$ cat src/rtl/icache_refill_controller.sv
// Instruction-cache miss sequencer: stalls fetch, fetches the missing block from memory
// and writes it into the missing set, substituting a sentinel word when memory times out.
module icache_refill_controller #(
  parameter int unsigned SET_BITS      = 4,
  parameter int unsigned TIMEOUT       = 64,
  parameter logic [31:0] FILL_SENTINEL = 32'hDEAD_BEEF
) (
  input  logic                clock,
  input  logic                reset,
  input  logic                fetch_valid,
  input  logic [31:0]         fetch_pc,
  input  logic                hit,
  output logic                stall,
  output logic                mem_req,
  output logic [31:0]         mem_addr,
  input  logic                mem_gnt,
  input  logic                mem_rvalid,
  input  logic [31:0]         mem_rdata,
  output logic                fill_we,
  output logic [SET_BITS-1:0] fill_set,
  output logic [28:0]         fill_tag,
  output logic [31:0]         fill_data,
  output logic                timeout,
  output logic [15:0]         miss_count
);

  localparam int unsigned TAG_W   = 29;
  localparam int unsigned TIMER_W = $clog2(TIMEOUT);
  localparam int unsigned COUNT_W = 16;

  typedef enum logic [2:0] {IDLE, REQ, WAIT, FILL, DONE} stateE;

  stateE              state, stateNext;
  logic [TAG_W-1:0]   missBlock, missBlockNext;
  logic [31:0]        dataQ, dataNext;
  logic [TIMER_W-1:0] timer, timerNext;
  logic               timeoutFlag, timeoutFlagNext;
  logic [COUNT_W-1:0] missCountQ, missCountNext;

  // Byte offset within the block never reaches the cache or memory.
  logic unusedPcBits;
  assign unusedPcBits = ^fetch_pc[2:0];

  always_ff @(posedge clock) begin
    if (reset) begin
      state       <= IDLE;
      missBlock   <= '0;
      dataQ       <= '0;
      timer       <= '0;
      timeoutFlag <= 1'b0;
      missCountQ  <= '0;
    end else begin
      state       <= stateNext;
      missBlock   <= missBlockNext;
      dataQ       <= dataNext;
      timer       <= timerNext;
      timeoutFlag <= timeoutFlagNext;
      missCountQ  <= missCountNext;
    end
  end

  always_comb begin
    stateNext       = state;
    missBlockNext   = missBlock;
    dataNext        = dataQ;
    timerNext       = timer;
    timeoutFlagNext = timeoutFlag;
    missCountNext   = missCountQ;
    stall           = 1'b1;
    mem_req         = 1'b0;
    fill_we         = 1'b0;
    timeout         = 1'b0;

    case (state)
      IDLE: begin
        // Miss stall is raised in the lookup cycle itself, without a bubble.
        stall = fetch_valid & ~hit;
        if (fetch_valid && !hit) begin
          missBlockNext   = fetch_pc[31:3];
          timeoutFlagNext = 1'b0;
          if (missCountQ != '1) missCountNext = missCountQ + COUNT_W'(1);
          stateNext = REQ;
        end
      end
      REQ: begin
        mem_req = 1'b1;
        if (mem_gnt) begin
          timerNext = '0;
          stateNext = WAIT;
        end
      end
      WAIT: begin
        // A response on the last allowed cycle still beats the timeout.
        if (mem_rvalid) begin
          dataNext  = mem_rdata;
          stateNext = FILL;
        end else if (timer == TIMER_W'(TIMEOUT - 1)) begin
          dataNext        = FILL_SENTINEL;
          timeoutFlagNext = 1'b1;
          stateNext       = FILL;
        end else begin
          timerNext = timer + TIMER_W'(1);
        end
      end
      FILL: begin
        fill_we   = 1'b1;
        timeout   = timeoutFlag;
        stateNext = DONE;
      end
      DONE: stateNext = IDLE;
      default: stateNext = IDLE;
    endcase
  end

  assign mem_addr   = {missBlock, 3'b000};
  assign fill_set   = missBlock[SET_BITS-1:0];
  assign fill_tag   = missBlock;
  assign fill_data  = dataQ;
  assign miss_count = missCountQ;

endmodule

$ cat config.mk
export PLATFORM = sky130hd
export DESIGN_NAME = icache_refill_controller
export DESIGN_NICKNAME = d
export VERILOG_FILES = /design/src/rtl/icache_refill_controller.sv
export SDC_FILE = /design/constraint.sdc
export NUM_CORES = 1
export LEC_CHECK = 0
export ABC_AREA = 1
export CORE_MARGIN = 5
export CORE_UTILIZATION = 42
export DETAILED_ROUTE_END_ITERATION = 10
export PLACE_DENSITY = 0.86
export SETUP_SLACK_MARGIN = 0.3
export SYNTH_ARGS = -nofsm -noshare
export SYNTH_HDL_FRONTEND = slang
export SYNTH_SLANG_ARGS = --single-unit
$ cat constraint.sdc
create_clock -name clock -period 1.6 [get_ports clock]
set_input_delay 0.32 -clock clock [delete_from_list [all_inputs] [get_ports clock]]
set_output_delay 0.32 -clock clock [all_outputs]
set_load 0.02 [all_outputs]
==> reports/results.ini <==
[outcome]
outcome=complete, no violations

[route]
antenna_nets_post_route=0
drt_iter0_drc=261
drt-wirelength-per-cell_um=17.4
via_per_inst=5.00
firstDrtPassIters=4
routed_wirelength_mm=16.0
route.detailed.drc=0
detailroute.via_count=4594

[logic_synthesis]
synth.top_cells.by_count=nand2_1 (107), nor2_1 (95), dfxtp_1 (87), inv_1 (75), buf_4 (37)
synthDominantCellAreaShare=0.420
synth_simple_gate_area_share=0.267
area_share_of_fa_ha_maj_cells_after_synthesis=0.00604
ys_seq_elements=87
synth_async_sr_flop_share=0
mappedNetlistArea_um2=4140
ys_seq_area_frac=0.420
gate_count_post_synth=580
synth_enable_flop_cells=0
synth.most_common_cell=nand2_1
synth_largest_area_cell=dfxtp_1
syn_area_per_cell_um2=7.14
yosysUniqueCellTypes=35
synthTopCellsByArea=dfxtp_1 (42%), nand2_1 (9.7%), nor2_1 (8.6%)
synth_xor_area_frac=0.00634
synthFlopType=dfxtp_1
main_combinational_cell_family_by_area_after_synthesis=simple AND/OR/NAND/NOR gates
portion_of_netlist_area_occupied_by_mux_cells=0
compound_gate_portion_of_the_synthesized_area=0.127
yosys_warnings=0

[global_routing]
grt-ovfl-total=0
grt_first_pass_wirelength_mm=23.3
grt_antenna_before_repair=0
grt_usage=0.251
grt_max_degree=64
first_global_vias=4634

[setup_path]
timing.critical_path.fanout_max=8
worst-setup-path-type=reg -> reg
cp_arrival_ns=1.90
crit_path_start_kind=flop
worst_path_required_ns=1.91
cp-end-kind=flop

[floorplan]
die_height_um=109
dieWidth_um=109
initial_core_util=0.428
dieArea_um2=11900
rows=36
floorplan.core_area_um2=9680
ios=187

[cts]
insertion_delay_ns=0.37
cts_root_buf=clkbuf_8
numCtsBuffers=9
clock_path_buffers=2
worst_setup_hold_path_clk_slew_ns=0.09
tritoncts=yes
htree_levels=3
post_cts_hold_buffer_count=0
clock_sinks=87

[place]
place_hpwl_mm=9.30
global_placement_routability_congestion=0.856
dpl_cell_area_um2=6020
dp.cells=857
preCtsSetupSlack_ns=-0.294
portbufs=180

[timing]
fin_crit_ns=1.59
totalNegativeSetupSlack_ns=0
rsz_0062_raised_after_global_routing=true
setup_viol=0
final-max-slew-violation-count=0
fmaxAchievable_mhz=630
layout_worst_path_cycle_share=0.991
final.setup_skew_ns=0.00720
postLayoutSetupSlackWorst_ns=0.0139
final-hold-violation-count=0

[cells_and_area]
num_antenna_cells=0
final_cells=918
fraction_of_final_layout_cells_with_drive_strength_greater_than_1=0.490
syn2layout_area_growth_pct=73.7
final_net_count=852
design_area_um2=7190

[power_and_ir_drop]
power_switching_share=0.338
power.leakage_uw=0.00337
vdd.ir_drop.worst_v=0.000536
combPwrFrac=0.352
post-layout-total-power_uw=6570
power.clock.fraction=0.275
internal-power_uw=4350
sequentialPowerShare=0.373
power_per_cell_area_nw_per_um2=913
net-switching-power_uw=2220

[flow_run]
cap_viol_max_count=0

[hold_path]
worst_hold_path_type=reg -> reg

==> per-layer routing <==
layer  GRT usage  up-vias  routed length [µm]
met4       0.108        0                 500
met5           0        -                   0
li1            -     2199                   -
met2       0.460      170                8690
met3      0.0382       37                 753
met1       0.287     2188                6050
==> per-stage QoR <==
stage / utilization / hold slack, ns
finish: 0.743 / 0.466
global route: 0.743 / 0.481
CTS: 0.698 / 0.468
detailed placement: 0.621 / 0.455
global placement: 0.621 / 0.448
floorplan: - / 0.445
==> cell type report <==
class	count	area, µm²
Multi-Input combinational cell	352	2460
Sequential cell	87	1800
Fill cell	710	2490
Clock buffer	15	208
Inverter	86	355
Timing Repair Buffer	244	2180
Clock inverter	1	30.0
Tap cell	133	166
==> power groups by stage <==
stage               clock (µW)  sequential (µW)  combinational (µW)
floorplan                    0             2670                 793
global placement             0             2480                1670
detailed placement           0             2500                1720
CTS                       1810             2440                2050
global route              1900             2470                2450
finish                    1800             2450                2310
==> what timing repair did <==
action / in CTS / in global routing
endpoints found under the setup margin: 197 / 114
hold endpoints to repair: 0 / 0
pin swaps: 31 / 41
cloned: 14 / 1
setup buffers: 24 / 6
resized for setup: 596 / 150
==> cell usage in the layout, fill, tap and decap left out, drive strengths merged <==
master	n
ha	2
xnor2	1
xor2	2
dfxtp	87
bufinv	1
nor2	99
a21oi	22
o2111ai	1
nand4	6
or2	1
o211ai	24
clkdlybuf4s50	66
clkbuf	19
nand3b	2
o21ai	36
nor3	4
nand3	27
nand2	120
buf	174
clkinv	3
a211oi	1
nor3b	1
inv	83
conb	3
==> worst paths after layout <==
path / start / to / slack (ns) / depth (start not counted)
max: timer[0]$_SDFFE_PP0P_ / fill_data[0]$_SDFFE_PP0P_ / 0.01 / 11
max reg2reg: timer[0]$_SDFFE_PP0P_ / fill_data[0]$_SDFFE_PP0P_ / 0.01 / 11
min: fill_data[17]$_SDFFE_PP0P_ / fill_data[17]$_SDFFE_PP0P_ / 0.47 / 2
min reg2reg: fill_data[17]$_SDFFE_PP0P_ / fill_data[17]$_SDFFE_PP0P_ / 0.47 / 2
==> worst max-delay path, stage by stage (launching register included) <==
cell and delay, ns:
dfxtp_2 0.37, ha_4 0.16, nand2_4 0.06, nor2_4 0.11
nand3_2 0.10, nand2_2 0.11, nand2_4 0.09, buf_12 0.15
buf_16 0.15, nand2_2 0.06, o211ai_1 0.09, inv_1 0.08
==> sequential cells by signal (all words and copies together) (netlist names) <==
signal	cells
timeoutFlag	1
fill_data	32
timer	6
state	3
miss_count	16
fill_tag	29
==> cells by family after synthesis <==
kind of cell,Yosys count
adders and majority gates,2
and+or+nand+nor,258
AOI/OAI and AO/OA,84
buffers and inverters,145
other,1
xor gates and xnor gates,3
DFF,87
No activity file was read; power rests on OpenSTA's default activity.
